`src/rtl/inst_encoder_loader.sv`:
```
// Instruction-memory loader: encodes compact commands into 32-bit MIPS words,
// buffers them in a small FIFO and writes them to consecutive word addresses.
// Ports:
//   clk, resetn            clock, synchronous active-low reset
//   start, base_addr       session start pulse and first write address
//   cmd_*                  command stream (valid/ready handshake, cmd_last ends session)
//   imem_we/ready/addr/wdata  instruction-RAM write port with back-pressure
//   busy, done, bad_op, count  session status
module inst_encoder_loader #(
  parameter int unsigned ADDR_W     = 10,
  parameter int unsigned FIFO_DEPTH = 4
) (
  input  logic              clk,
  input  logic              resetn,
  input  logic              start,
  input  logic [ADDR_W-1:0] base_addr,
  input  logic              cmd_valid,
  output logic              cmd_ready,
  input  logic [4:0]        cmd_op,
  input  logic [4:0]        cmd_rs,
  input  logic [4:0]        cmd_rt,
  input  logic [4:0]        cmd_rd,
  input  logic [4:0]        cmd_shamt,
  input  logic [15:0]       cmd_imm,
  input  logic [25:0]       cmd_target,
  input  logic              cmd_last,
  output logic              imem_we,
  input  logic              imem_ready,
  output logic [ADDR_W-1:0] imem_addr,
  output logic [31:0]       imem_wdata,
  output logic              busy,
  output logic              done,
  output logic              bad_op,
  output logic [ADDR_W:0]   count
);

  localparam int unsigned PTR_W = (FIFO_DEPTH > 1) ? $clog2(FIFO_DEPTH) : 1;
  localparam int unsigned OCC_W = PTR_W + 1;
  localparam int unsigned CNT_W = ADDR_W + 1;
  localparam logic [CNT_W-1:0] CNT_MAX = {1'b1, {ADDR_W{1'b0}}};
  localparam logic [OCC_W-1:0] OCC_FULL = OCC_W'(FIFO_DEPTH);

  typedef enum logic [1:0] {S_IDLE, S_LOAD, S_DRAIN, S_DONE} state_t;

  state_t            state, state_nxt;
  logic [31:0]       fifo_mem [FIFO_DEPTH];
  logic [PTR_W-1:0]  wr_ptr, rd_ptr;
  logic [OCC_W-1:0]  occ;
  logic              fifo_full, fifo_empty;
  logic              push, pop, start_ok;
  logic [31:0]       enc_word;
  logic              enc_bad;

  assign fifo_full  = (occ == OCC_FULL);
  assign fifo_empty = (occ == '0);
  assign push       = cmd_valid && cmd_ready;
  assign pop        = imem_we && imem_ready;
  assign start_ok   = start && ((state == S_IDLE) || (state == S_DONE));
  // Head word is only meaningful while a write is requested; zero otherwise.
  assign imem_wdata = imem_we ? fifo_mem[rd_ptr] : 32'h0;

  // Command encoder
  always_comb begin
    logic       r_type, i_type, j_type, keep_shamt, lui;
    logic [5:0] funct, opc;
    enc_word   = 32'h0;
    enc_bad    = 1'b0;
    r_type     = 1'b0;
    i_type     = 1'b0;
    j_type     = 1'b0;
    keep_shamt = 1'b0;
    lui        = 1'b0;
    funct      = 6'h00;
    opc        = 6'h00;
    case (cmd_op)
      5'd0:  begin r_type = 1'b1; funct = 6'h20; end
      5'd1:  begin r_type = 1'b1; funct = 6'h22; end
      5'd2:  begin r_type = 1'b1; funct = 6'h24; end
      5'd3:  begin r_type = 1'b1; funct = 6'h25; end
      5'd4:  begin r_type = 1'b1; funct = 6'h2A; end
      5'd5:  begin r_type = 1'b1; funct = 6'h27; end
      5'd6:  begin r_type = 1'b1; funct = 6'h26; end
      5'd7:  begin r_type = 1'b1; funct = 6'h00; keep_shamt = 1'b1; end
      5'd8:  begin r_type = 1'b1; funct = 6'h02; keep_shamt = 1'b1; end
      5'd9:  begin r_type = 1'b1; funct = 6'h03; keep_shamt = 1'b1; end
      5'd10: begin r_type = 1'b1; funct = 6'h04; end
      5'd11: begin r_type = 1'b1; funct = 6'h06; end
      5'd12: begin r_type = 1'b1; funct = 6'h07; end
      5'd13: begin i_type = 1'b1; opc = 6'h23; end
      5'd14: begin i_type = 1'b1; opc = 6'h2B; end
      5'd15: begin i_type = 1'b1; opc = 6'h04; end
      5'd16: begin i_type = 1'b1; opc = 6'h08; end
      5'd17: begin j_type = 1'b1; end
      5'd18: begin i_type = 1'b1; opc = 6'h0C; end
      5'd19: begin i_type = 1'b1; opc = 6'h0F; lui = 1'b1; end
      5'd20: begin i_type = 1'b1; opc = 6'h0D; end
      5'd21: begin i_type = 1'b1; opc = 6'h0E; end
      default: enc_bad = 1'b1;
    endcase
    if (r_type)
      enc_word = {6'b0, cmd_rs, cmd_rt, cmd_rd, (keep_shamt ? cmd_shamt : 5'd0), funct};
    else if (i_type)
      enc_word = {opc, (lui ? 5'd0 : cmd_rs), cmd_rt, cmd_imm};
    else if (j_type)
      enc_word = {6'h02, cmd_target};
  end

  // State register
  always_ff @(posedge clk) begin
    if (!resetn) state <= S_IDLE;
    else         state <= state_nxt;
  end

  // Next-state logic; DRAIN exits as soon as the last buffered word is popping.
  always_comb begin
    state_nxt = state;
    case (state)
      S_IDLE:  if (start_ok) state_nxt = S_LOAD;
      S_LOAD:  if (push && cmd_last) state_nxt = S_DRAIN;
      S_DRAIN: if (fifo_empty || ((occ == OCC_W'(1)) && pop)) state_nxt = S_DONE;
      S_DONE:  if (start_ok) state_nxt = S_LOAD;
      default: state_nxt = S_IDLE;
    endcase
  end

  // Output decode
  always_comb begin
    cmd_ready = 1'b0;
    imem_we   = 1'b0;
    busy      = 1'b0;
    done      = 1'b0;
    case (state)
      S_LOAD:  begin busy = 1'b1; cmd_ready = !fifo_full; imem_we = !fifo_empty; end
      S_DRAIN: begin busy = 1'b1; imem_we = !fifo_empty; end
      S_DONE:  done = 1'b1;
      default: ;
    endcase
  end

  // FIFO storage (data only, no reset needed)
  always_ff @(posedge clk) begin
    if (push) fifo_mem[wr_ptr] <= enc_word;
  end

  // FIFO pointers, write address, count and sticky bad_op
  always_ff @(posedge clk) begin
    if (!resetn) begin
      wr_ptr    <= '0;
      rd_ptr    <= '0;
      occ       <= '0;
      imem_addr <= '0;
      count     <= '0;
      bad_op    <= 1'b0;
    end else begin
      if (push) wr_ptr <= wr_ptr + PTR_W'(1);
      if (pop)  rd_ptr <= rd_ptr + PTR_W'(1);
      occ <= occ + OCC_W'(push) - OCC_W'(pop);
      if (start_ok) begin
        imem_addr <= base_addr;
        count     <= '0;
        bad_op    <= 1'b0;
      end else begin
        if (pop) imem_addr <= imem_addr + ADDR_W'(1);
        if (pop && (count != CNT_MAX)) count <= count + CNT_W'(1);
        if (push && enc_bad) bad_op <= 1'b1;
      end
    end
  end

endmodule

```
`config.mk`:
```
export PLATFORM = sky130hd
export DESIGN_NAME = inst_encoder_loader
export DESIGN_NICKNAME = d
export VERILOG_FILES = /design/src/rtl/inst_encoder_loader.sv
export SDC_FILE = /design/constraint.sdc
export NUM_CORES = 1
export LEC_CHECK = 0
export ABC_AREA = 1
export ABC_CLOCK_PERIOD_IN_PS = 3200
export CAP_MARGIN = 20
export CORE_UTILIZATION = 48
export DETAILED_ROUTE_END_ITERATION = 6
export PLACE_DENSITY_LB_ADDON = 0.05
export RECOVER_POWER = 25
export SLEW_MARGIN = 20
export SYNTH_ARGS = -nofsm -noshare
export SYNTH_HDL_FRONTEND = slang
export SYNTH_SLANG_ARGS = --single-unit
```
`constraint.sdc`:
```
create_clock -name clk -period 3.2 [get_ports clk]
set_input_delay 0.32 -clock clk [delete_from_list [all_inputs] [get_ports clk]]
set_output_delay 0.32 -clock clk [all_outputs]
set_load 0.02 [all_outputs]
```
# [After elaboration in Yosys (flattened, before gate mapping)]
# Memories as Yosys holds them, arrays and structs flattened. A register that Yosys moved wholly into a read port is not among the register bits.
# Cells that the tools add are included.
[totals] reg_bits=31 ramBits=128 input_bits=83 output_inout_bits=58 memories=1
[classes] add_sub_neg=6 n_eq_ne=30 n_mux=28 bitwise=1 n_reduce_logical=23
[mem_list] name="fifo_mem" words=4 width=32 rd=1 rd_clocked_by_memory_dff=1 wr=1 line_no="46" source="logic [31:0] fifo_mem [FIFO_DEPTH];"
[op_table] operator="$mux W32" n=3
[op_table] operator="$pmux W6 S12" n=1
[op_table] operator="$pmux W6 S8" n=1
[op_table] operator="$eq A5 B4 Y1 const B" n=8
[op_table] operator="$eq A5 B5 Y1 const B" n=6
[op_table] operator="$mux W28" n=1
[op_table] operator="$reduce_or A22 Y1" n=1
[op_table] operator="$eq A5 B3 Y1 const B" n=4
[op_table] operator="$mux W10" n=2
[op_table] operator="$reduce_or A13 Y1" n=1
[op_table] operator="$mux W1" n=12
[op_table] operator="$add A11 B1 Y11 const B" n=1
[op_table] operator="$ne A11 B11 Y1 const B" n=1
[op_table] operator="$add A10 B1 Y10 const B" n=1
[op_table] operator="$eq A5 B2 Y1 const B" n=2
[op_table] operator="$mux W2" n=5
[op_table] operator="$mux W5" n=2
[op_table] operator="$reduce_or A8 Y1" n=1
[op_table] operator="$logic_and A1 B1 Y1" n=7
[op_table] operator="$pmux W2 S3" n=1
[op_table] operator="$reduce_or A2 Y1" n=3
[op_table] operator="$eq A5 B1 Y1 const B" n=1
[op_table] operator="$logic_not A5 Y1" n=1
[op_table] operator="$add A2 B1 Y2 const B" n=2
[op_table] operator="other kinds (16)" n=20

# [Longest topological paths before layout]
# Gate-level depths: netlist of run 1.
[depth] ltp_word=8 depth_mapped=11

# [Worst setup path after synthesis of run 1]
# Ideal clock, no wire load.
[synth_timing] path_kind="reg2reg" startpoint="reg state[0]" endpoint="mem fifo_mem[0][0], enable pin" setup_ps=419 arrival_ps=2186 required_time_ps=2781 slack_ps=595 stages_incl_launch_ff=4 synth_period_minus_slack_ps=2605 path_cell_list="dfxtp_1 -> ha_1 -> nand3_1 -> nor2_1"
[synth_between] elab_chain_cells=5
[synth_rtl] item="from (decl)" line_no="45" source="state_t state, state_nxt;"
[synth_rtl] item="from (signal assigned)" line_no="111" source="else state <= state_nxt;"
[synth_rtl] item="$eq A2 B1 Y1" line_no="132" source="case (state)"
[synth_rtl] item="$mux W1" line_no="132"
[synth_rtl] item="$logic_and A1 B1 Y1" line_no="56" source="assign push = cmd_valid && cmd_ready;"
[synth_rtl] item="$mux W1" line_no="142" source="if (push) fifo_mem[wr_ptr] <= enc_word;"
[synth_rtl] item="$mux W1 (not written as such)" line_no="142"
[synth_rtl] item="to (decl)" line_no="46"
# Every way passes these cells.

# [Final worst setup path of run 1]
[layout_timing] startpoint="reg state[0]" endpoint="out imem_wdata[3]"
[layout_between] elab_chain_cells=4 word_cells_on_any_way=5 classes_between="eq/ne: 2; mux: 2; reduce/logical: 1"
[layout_rtl] item="$eq A2 B2 Y1 / $eq A2 B1 Y1 (equally long branches)" line_no="132"
[layout_rtl] item="$reduce_or A2 Y1 (no line) (*)"
[layout_rtl] item="$mux W1 (*)"
[layout_rtl] item="$mux W32 (*)" line_no="60" source="assign imem_wdata = imem_we ? fifo_mem[rd_ptr] : 32'h0;"
[layout_rtl] item="to (decl)" line_no="30" source="output logic [31:0] imem_wdata,"
# Mark *: on every way between the ends. The rest lies on a longest branch, timed or not.

==> results of run 1 <==
[report_power, final]
| group | total, mW | switching, mW | internal, mW |
|---|---|---|---|
| clock network | 2.06 | 0.764 | 1.29 |
| logic | 1.88 | 1.16 | 0.713 |
| registers | 2.56 | 0.137 | 2.42 |
| total | 6.49 | 2.06 | 4.43 |
[sequential cells by signal, summed over array words and instances, names as in the netlist, named ones only]
name       cells
imem_addr     10
occ            3
rd_ptr         2
bad_op         1
count         11
state          2
wr_ptr         2
fifo_mem     124
[final timing paths]
| check | start | endpoint | slack, ns |
|---|---|---|---|
| worst max-delay path | state[0] | imem_wdata[3] | 0.24 |
| worst min-delay path | rd_ptr[1] | flip-flop | 0.47 |
| worst max register to register | state[0] | occ[2] | 0.63 |
| worst min register to register | rd_ptr[1] | flip-flop | 0.47 |
[kinds of logic after synthesis]
logic type | after synthesis | synth area share (%)
compound gates | 151 | 10.6
other cells | 1 | 0.0501
flops | 157 | 58.6
simple gates | 400 | 22.7
buf+inv | 89 | 4.98
xor+xnor | 5 | 0.585
fa+ha+maj | 14 | 2.44
[placed cells by master (no fill, tap or decap), types with 10 or more instances in the layout]
cell and instances:
nor2_1 162, nand2_1 139, edfxtp_1 124, clkdlybuf4s50_1 116, o21ai_0 80, a21oi_1 56, nand3_1 53, inv_1 44
dfxtp_1 32, dlygate4sd3_1 23, clkbuf_16 17, ha_1 13, nor3_1 11, buf_4 10
[layer usage]
metal	track usage (%)	up-vias
li1	-	3046
met1	29.4	2886
met2	41.3	200
met3	8.06	18
met4	7.49	0
met5	0	-
[tightest hold or removal path: stages (launching register included)]
cell,delay [ns]
dfxtp_1,0.30
inv_1,0.06
a21oi_1,0.07
[final cells by class]
class                      count  area [um2]  share of cell area, %
sequential                   157        4390                   45.3
multi-input combinational    571        2750                   28.4
timing repair buffer         154        1510                   15.6
clock buffer                  19         433                   4.47
tap                          188         235                   2.43
inverter                      54         203                   2.09
clock inverter                12         169                   1.75
[through the flow]
stage / util [%] / setup slack (ns) / hold slack [ns]
6_report: 63.7 / 0.235 / 0.470
5_1_grt: 63.7 / 0.0341 / 0.493
4_1_cts: 63.8 / 0.177 / 0.466
3_5_place_dp: 59.8 / 0.633 / 0.464
3_3_place_gp: 59.8 / 0.708 / 0.454
2_1_floorplan: - / 0.595 / 0.436
==> reports/metrics.csv, run 1 <==
stage;metric;value;unit
outcome;status;finished, final reports clean;
cells_and_area;share of layout cells above drive strength 1;7.34;%
routing;Vias;6150;
logic_synthesis;Post-synth ARST share;0;%
worst_hold_path;HP Class;flip-flop to flip-flop;
global_route;GRT Residual Overflow;0;
logic_synthesis;Post-synth EDFFs;124;
worst_setup_path;Worst Path Arrival;2.64;ns
clock_tree;Worst-Skew Late Latency;0.42;ns
floorplanning;Total Die Area;0.0161;mm2
logic_synthesis;synthesized cell area;0.00748;mm2
clock_tree;clk root buf;clkbuf_16;
placement;DP Wirelength;11900;um
sta;Sum Neg Setup Slack;0;ns
routing;WL/cell;16.1;um
logic_synthesis;top cells by area, synth;edfxtp_1 50%, dfxtp_1 8.8%, nor2_1 8.3%;
floorplanning;Starting Density;49.2;%
worst_setup_path;Critical Path Sink Type;output port;
cells_and_area;post-route cell area;0.00968;mm2
worst_setup_path;CP max-delay cell;clkdlybuf4s50_1;
clock_tree;Inserted Clock Buffers;17;
cells_and_area;Antenna Cells;0;
worst_setup_path;crit start category;flip-flop;
clock_tree;H-tree Lvls;4;
routing;initial DRC count;423;
logic_synthesis;top-count cell post-synth;nor2_1;
placement;Inst Count DP;1124;
logic_synthesis;YS warnings;0;
worst_setup_path;CP Cell Sequence;inv_1, ha_1, inv_1, nand2_1, buf_4, a21oi_1, clkdlybuf4s50_1;
pwr;Total Power;6.49;mW
sta;Finish-stage setup viols;0;
sta;Tcrit/Tclk final;92.6;%
global_route;Global Route Usage Sum;24.4;%
routing;Total Wirelength;18600;um
placement;Area after DPL;0.00909;mm2
cells_and_area;Layout Area Growth over Synthesis;29.3;%
clock_tree;Post-CTS Setup Bufs;0;
sta;Setup Skew;0.00894;ns
routing;DR top layer;met4;
run;max cap viols;0;
clock_tree;CTS resizes;0;
routing;Pre-antenna DRT Iters;5;
floorplanning;row cnt;45;
routing;# DRC;0;
floorplanning;Core Footprint;0.0152;mm2
pwr;PwrDens;671;mW/mm2
logic_synthesis;Mean Syn Cell Area;9.16;um2
worst_setup_path;crit path buf inv count;4;
routing;met3 WL post-DR;1440;um
logic_synthesis;flops & latches, synth;157;
worst_setup_path;WS Path Type;flip-flop to output port;
pwr;Leak Pwr;3.67;nW
floorplanning;DIE WIDTH;127;um
routing;Final ANT Viol Nets;0;
sta;max frequency;337;MHz
placement;port bufs;139;
sta;min Tclk post-route;2.96;ns
routing;routed wl met2;8960;um
pwr;maximum vdd ir drop;0.409;mV
logic_synthesis;Synth cell types;38;
cells_and_area;Layout fillers;1266;
sta;Final Max Slew Viols;0;
cells_and_area;fin cells;1155;
logic_synthesis;Syn Nets;914;
clock_tree;hold buffers post-CTS;0;
global_route;vias in the first global route;6019;
worst_hold_path;Worst Hold Depth;2;
floorplanning;# IOs;141;
placement;Final GP Congestion;0.882;
worst_setup_path;crit-path leading delay family;buffers and inverters;
global_route;initial antenna violation count;0;
worst_setup_path;Required @ worst endpoint;2.88;ns
logic_synthesis;post-synthesis sequential area ratio;58.6;%
sta;Worst Max-Slew Pin Slew;0.988;ns
logic_synthesis;Gate Count Post-Synth;817;
clock_tree;CTS tree;yes;
sta;Final Hold Fails;0;
clock_tree;Max Root-Sink Buffers;2;
worst_setup_path;worst reg2reg path depth;11;
routing;vias per cell;5.32;
global_route;pin count of the biggest net entering global routing;47;
logic_synthesis;area leader, netlist;edfxtp_1;
worst_setup_path;CP max stage delay;0.65;ns
logic_synthesis;ys flop type;edfxtp_1;
cells_and_area;final-stage net count;1052;
sta;RSZ-0062 raised after global routing;no;
worst_setup_path;worst-path fanout max;32;
routing;Metal-1 WL;7920;um
clock_tree;Clock transition at path regs;0.06;ns
logic_synthesis;top-area cell type share of the netlist area;49.8;%
sta;worst rel slew slack;34.1;%
worst_setup_path;total stage count of the critical path;7;
worst_setup_path;most used cell, CP;inv_1;
logic_synthesis;Post-synth top cells;166 x nor2_1, 139 x nand2_1, 124 x edfxtp_1, 80 x o21ai_0, 55 x a21oi_1;
clock_tree;clk sink count;157;
global_route;global-route wire length before repair;29800;um
floorplanning;Die Y;127;um
(Power assumes the default switching activity.)
==> run 2, diff against run 1 <==
--- a/config.mk
+++ b/config.mk
@@ -8,7 +8,7 @@
 export ABC_AREA = 1
 export ABC_CLOCK_PERIOD_IN_PS = 3200
 export CAP_MARGIN = 20
-export CORE_UTILIZATION = 48
+export CORE_UTILIZATION = 25
 export DETAILED_ROUTE_END_ITERATION = 6
 export PLACE_DENSITY_LB_ADDON = 0.05
 export RECOVER_POWER = 25
==> reports/metrics.csv, run 2 (synthesis results as in run 1) <==
stage;metric;value;unit;change
outcome;status;finished, final reports clean;;
cells_and_area;share of layout cells above drive strength 1;8.02;%;+0.68 points
worst_setup_path;Critical Path Sink Type;output port;;
global_route;GRT Residual Overflow;0;;unchanged
worst_setup_path;crit-path leading delay family;buffers and inverters;;
floorplanning;Die Y;175;um;+38%
worst_setup_path;CP max-delay cell;clkdlybuf4s50_1;;
floorplanning;Starting Density;25.7;%;-23 points
clock_tree;clk sink count;157;;unchanged
global_route;initial antenna violation count;0;;unchanged
sta;Setup Skew;0.0144;ns;+0.00551 ns
clock_tree;CTS tree;yes;;
worst_setup_path;crit path buf inv count;4;;unchanged
floorplanning;Total Die Area;0.0306;mm2;+90%
routing;Final ANT Viol Nets;0;;unchanged
pwr;maximum vdd ir drop;0.270;mV;-34%
routing;Total Wirelength;22000;um;+19%
routing;initial DRC count;300;;-29%
placement;pre-CTS setup slack;0.684;ns;+0.0511 ns
cells_and_area;Layout Area Growth over Synthesis;33.2;%;
cells_and_area;Top reg by flops;fifo_mem;;
global_route;Global Route Usage Sum;14.8;%;-9.6 points
sta;Finish-stage setup viols;0;;unchanged
clock_tree;Post-CTS Setup Bufs;0;;unchanged
sta;Final Max Slew Viols;0;;unchanged
cells_and_area;multi-input logic area;0.00273;mm2;-0.73%
clock_tree;CTS resizes;0;;unchanged
worst_hold_path;Hold Path Origin;rd_ptr[1];;
worst_setup_path;crit start category;flip-flop;;
sta;min Tclk post-route;2.90;ns;-0.0662 ns
floorplanning;# IOs;141;;unchanged
pwr;Leak Pwr;3.70;nW;+0.95%
worst_setup_path;most used cell, CP;inv_1;;
worst_setup_path;Worst Path Arrival;2.58;ns;-0.06 ns
cells_and_area;max FFs per register;124;;unchanged
sta;Tcrit/Tclk final;90.6;%;-2.1 points
sta;Worst Max-Slew Pin Slew;0.965;ns;-0.0228 ns
floorplanning;Core Footprint;0.0291;mm2;+91%
routing;vias per cell;4.42;;-17%
placement;Area after DPL;0.00940;mm2;+3.3%
pwr;Total Power;6.60;mW;+1.6%
clock_tree;Inserted Clock Buffers;17;;unchanged
routing;Vias;5987;;-2.7%
cells_and_area;Reg area;0.00439;mm2;unchanged
routing;WL/cell;16.3;um;+1.0%
placement;port bufs;139;;unchanged
clock_tree;H-tree Lvls;4;;unchanged
cells_and_area;largest registers;fifo_mem (124), count (11), imem_addr (10);;
worst_setup_path;worst flop-to-flop path startpoint;state[0];;
floorplanning;row cnt;62;;+38%
cells_and_area;most frequent cells in the layout;165 x nor2_1, 140 x nand2_1, 124 x edfxtp_1;;
worst_hold_path;HP Class;flip-flop to flip-flop;;
clock_tree;Max Root-Sink Buffers;2;;unchanged
worst_setup_path;CP max stage delay;0.69;ns;+0.04 ns
worst_setup_path;CP Cell Sequence;inv_1, ha_1, inv_1, nand2_1, buf_4, a21oi_1, clkdlybuf4s50_1;;
global_route;global-route wire length before repair;34300;um;+15%
cells_and_area;post-route cell area;0.00997;mm2;+3.0%
placement;Inst Count DP;1324;;+18%
global_route;pin count of the biggest net entering global routing;63;;+34%
worst_setup_path;worst-path fanout max;12;;-63%
pwr;PwrDens;662;mW/mm2;-1.4%
worst_setup_path;Required @ worst endpoint;2.88;ns;about the same
cells_and_area;commonest non-fill, non-tap cell in the layout;nor2_1;;
worst_setup_path;crit path from;state[0];;
sta;worst rel slew slack;35.7;%;+1.5 points
sta;worst setup margin;0.301;ns;+0.0662 ns
clock_tree;clk root buf;clkbuf_16;;
sta;RSZ-0062 raised after global routing;no;;
routing;# DRC;0;;unchanged
worst_setup_path;WS Path Type;flip-flop to output port;;
cells_and_area;Antenna Cells;0;;unchanged
routing;Pre-antenna DRT Iters;4;;-1
cells_and_area;fin cells;1356;;+17%
floorplanning;DIE WIDTH;175;um;+38%
worst_setup_path;setup slack, reg-to-reg;0.30;ns;-0.33 ns
sta;Hold WS;0.466;ns;-0.00364 ns
clock_tree;Clock transition at path regs;0.07;ns;about the same
cells_and_area;fin util;34.3;%;-29 points
placement;DP Wirelength;14200;um;+20%
cells_and_area;final-stage net count;1056;;+0.38%
clock_tree;hold buffers post-CTS;0;;unchanged
placement;Final GP Congestion;0.776;;-12%
cells_and_area;Layout fillers;3050;;+140%
sta;max frequency;345;MHz;+2.3%
run;max cap viols;0;;unchanged
sta;Sum Neg Setup Slack;0;ns;unchanged
clock_tree;Worst-Skew Late Latency;0.43;ns;about the same
sta;Final Hold Fails;0;;unchanged
global_route;vias in the first global route;5971;;-0.80%
## run 2: power breakdown
group	total [mW]	switching (mW)	internal [mW]
clock network	2.10	0.962	1.13
logic	1.96	1.22	0.735
registers	2.54	0.119	2.42
total	6.60	2.31	4.29
## run 2: worst reg2reg max path, cell delays in order (launching register included)
cell,delay (ns)
dfxtp_1,0.40
ha_1,0.24
nand3_1,0.09
clkbuf_1,0.31
nor2_1,0.66
clkbuf_2,0.80
## run 2: worst paths after layout
path | endpoint | cells past startpoint
worst max-delay path | imem_wdata[2] | 7
worst min-delay path | flip-flop | 2
worst max register to register | fifo_mem[0][10] | 5
worst min register to register | flip-flop | 2
## run 2: cell type report
type / count / area share [%]
multi-input combinational: 571 / 27.4
clock buffer: 17 / 4.27
sequential: 157 / 44.0
tap: 384 / 4.82
clock inverter: 15 / 1.97
timing repair buffer: 158 / 15.6
inverter: 54 / 2.03
## run 2: routing by layer
metal / routed length [um] / part of all wire [%] / global-route usage, % / up-vias
li1: - / - / - / 3062
met1: 10400 / 47 / 19.9 / 2764
met2: 10100 / 46 / 23.4 / 143
met3: 1220 / 5.6 / 3.68 / 18
met4: 320 / 1.5 / 4.09 / 0
met5: 0 / 0 / 0 / -
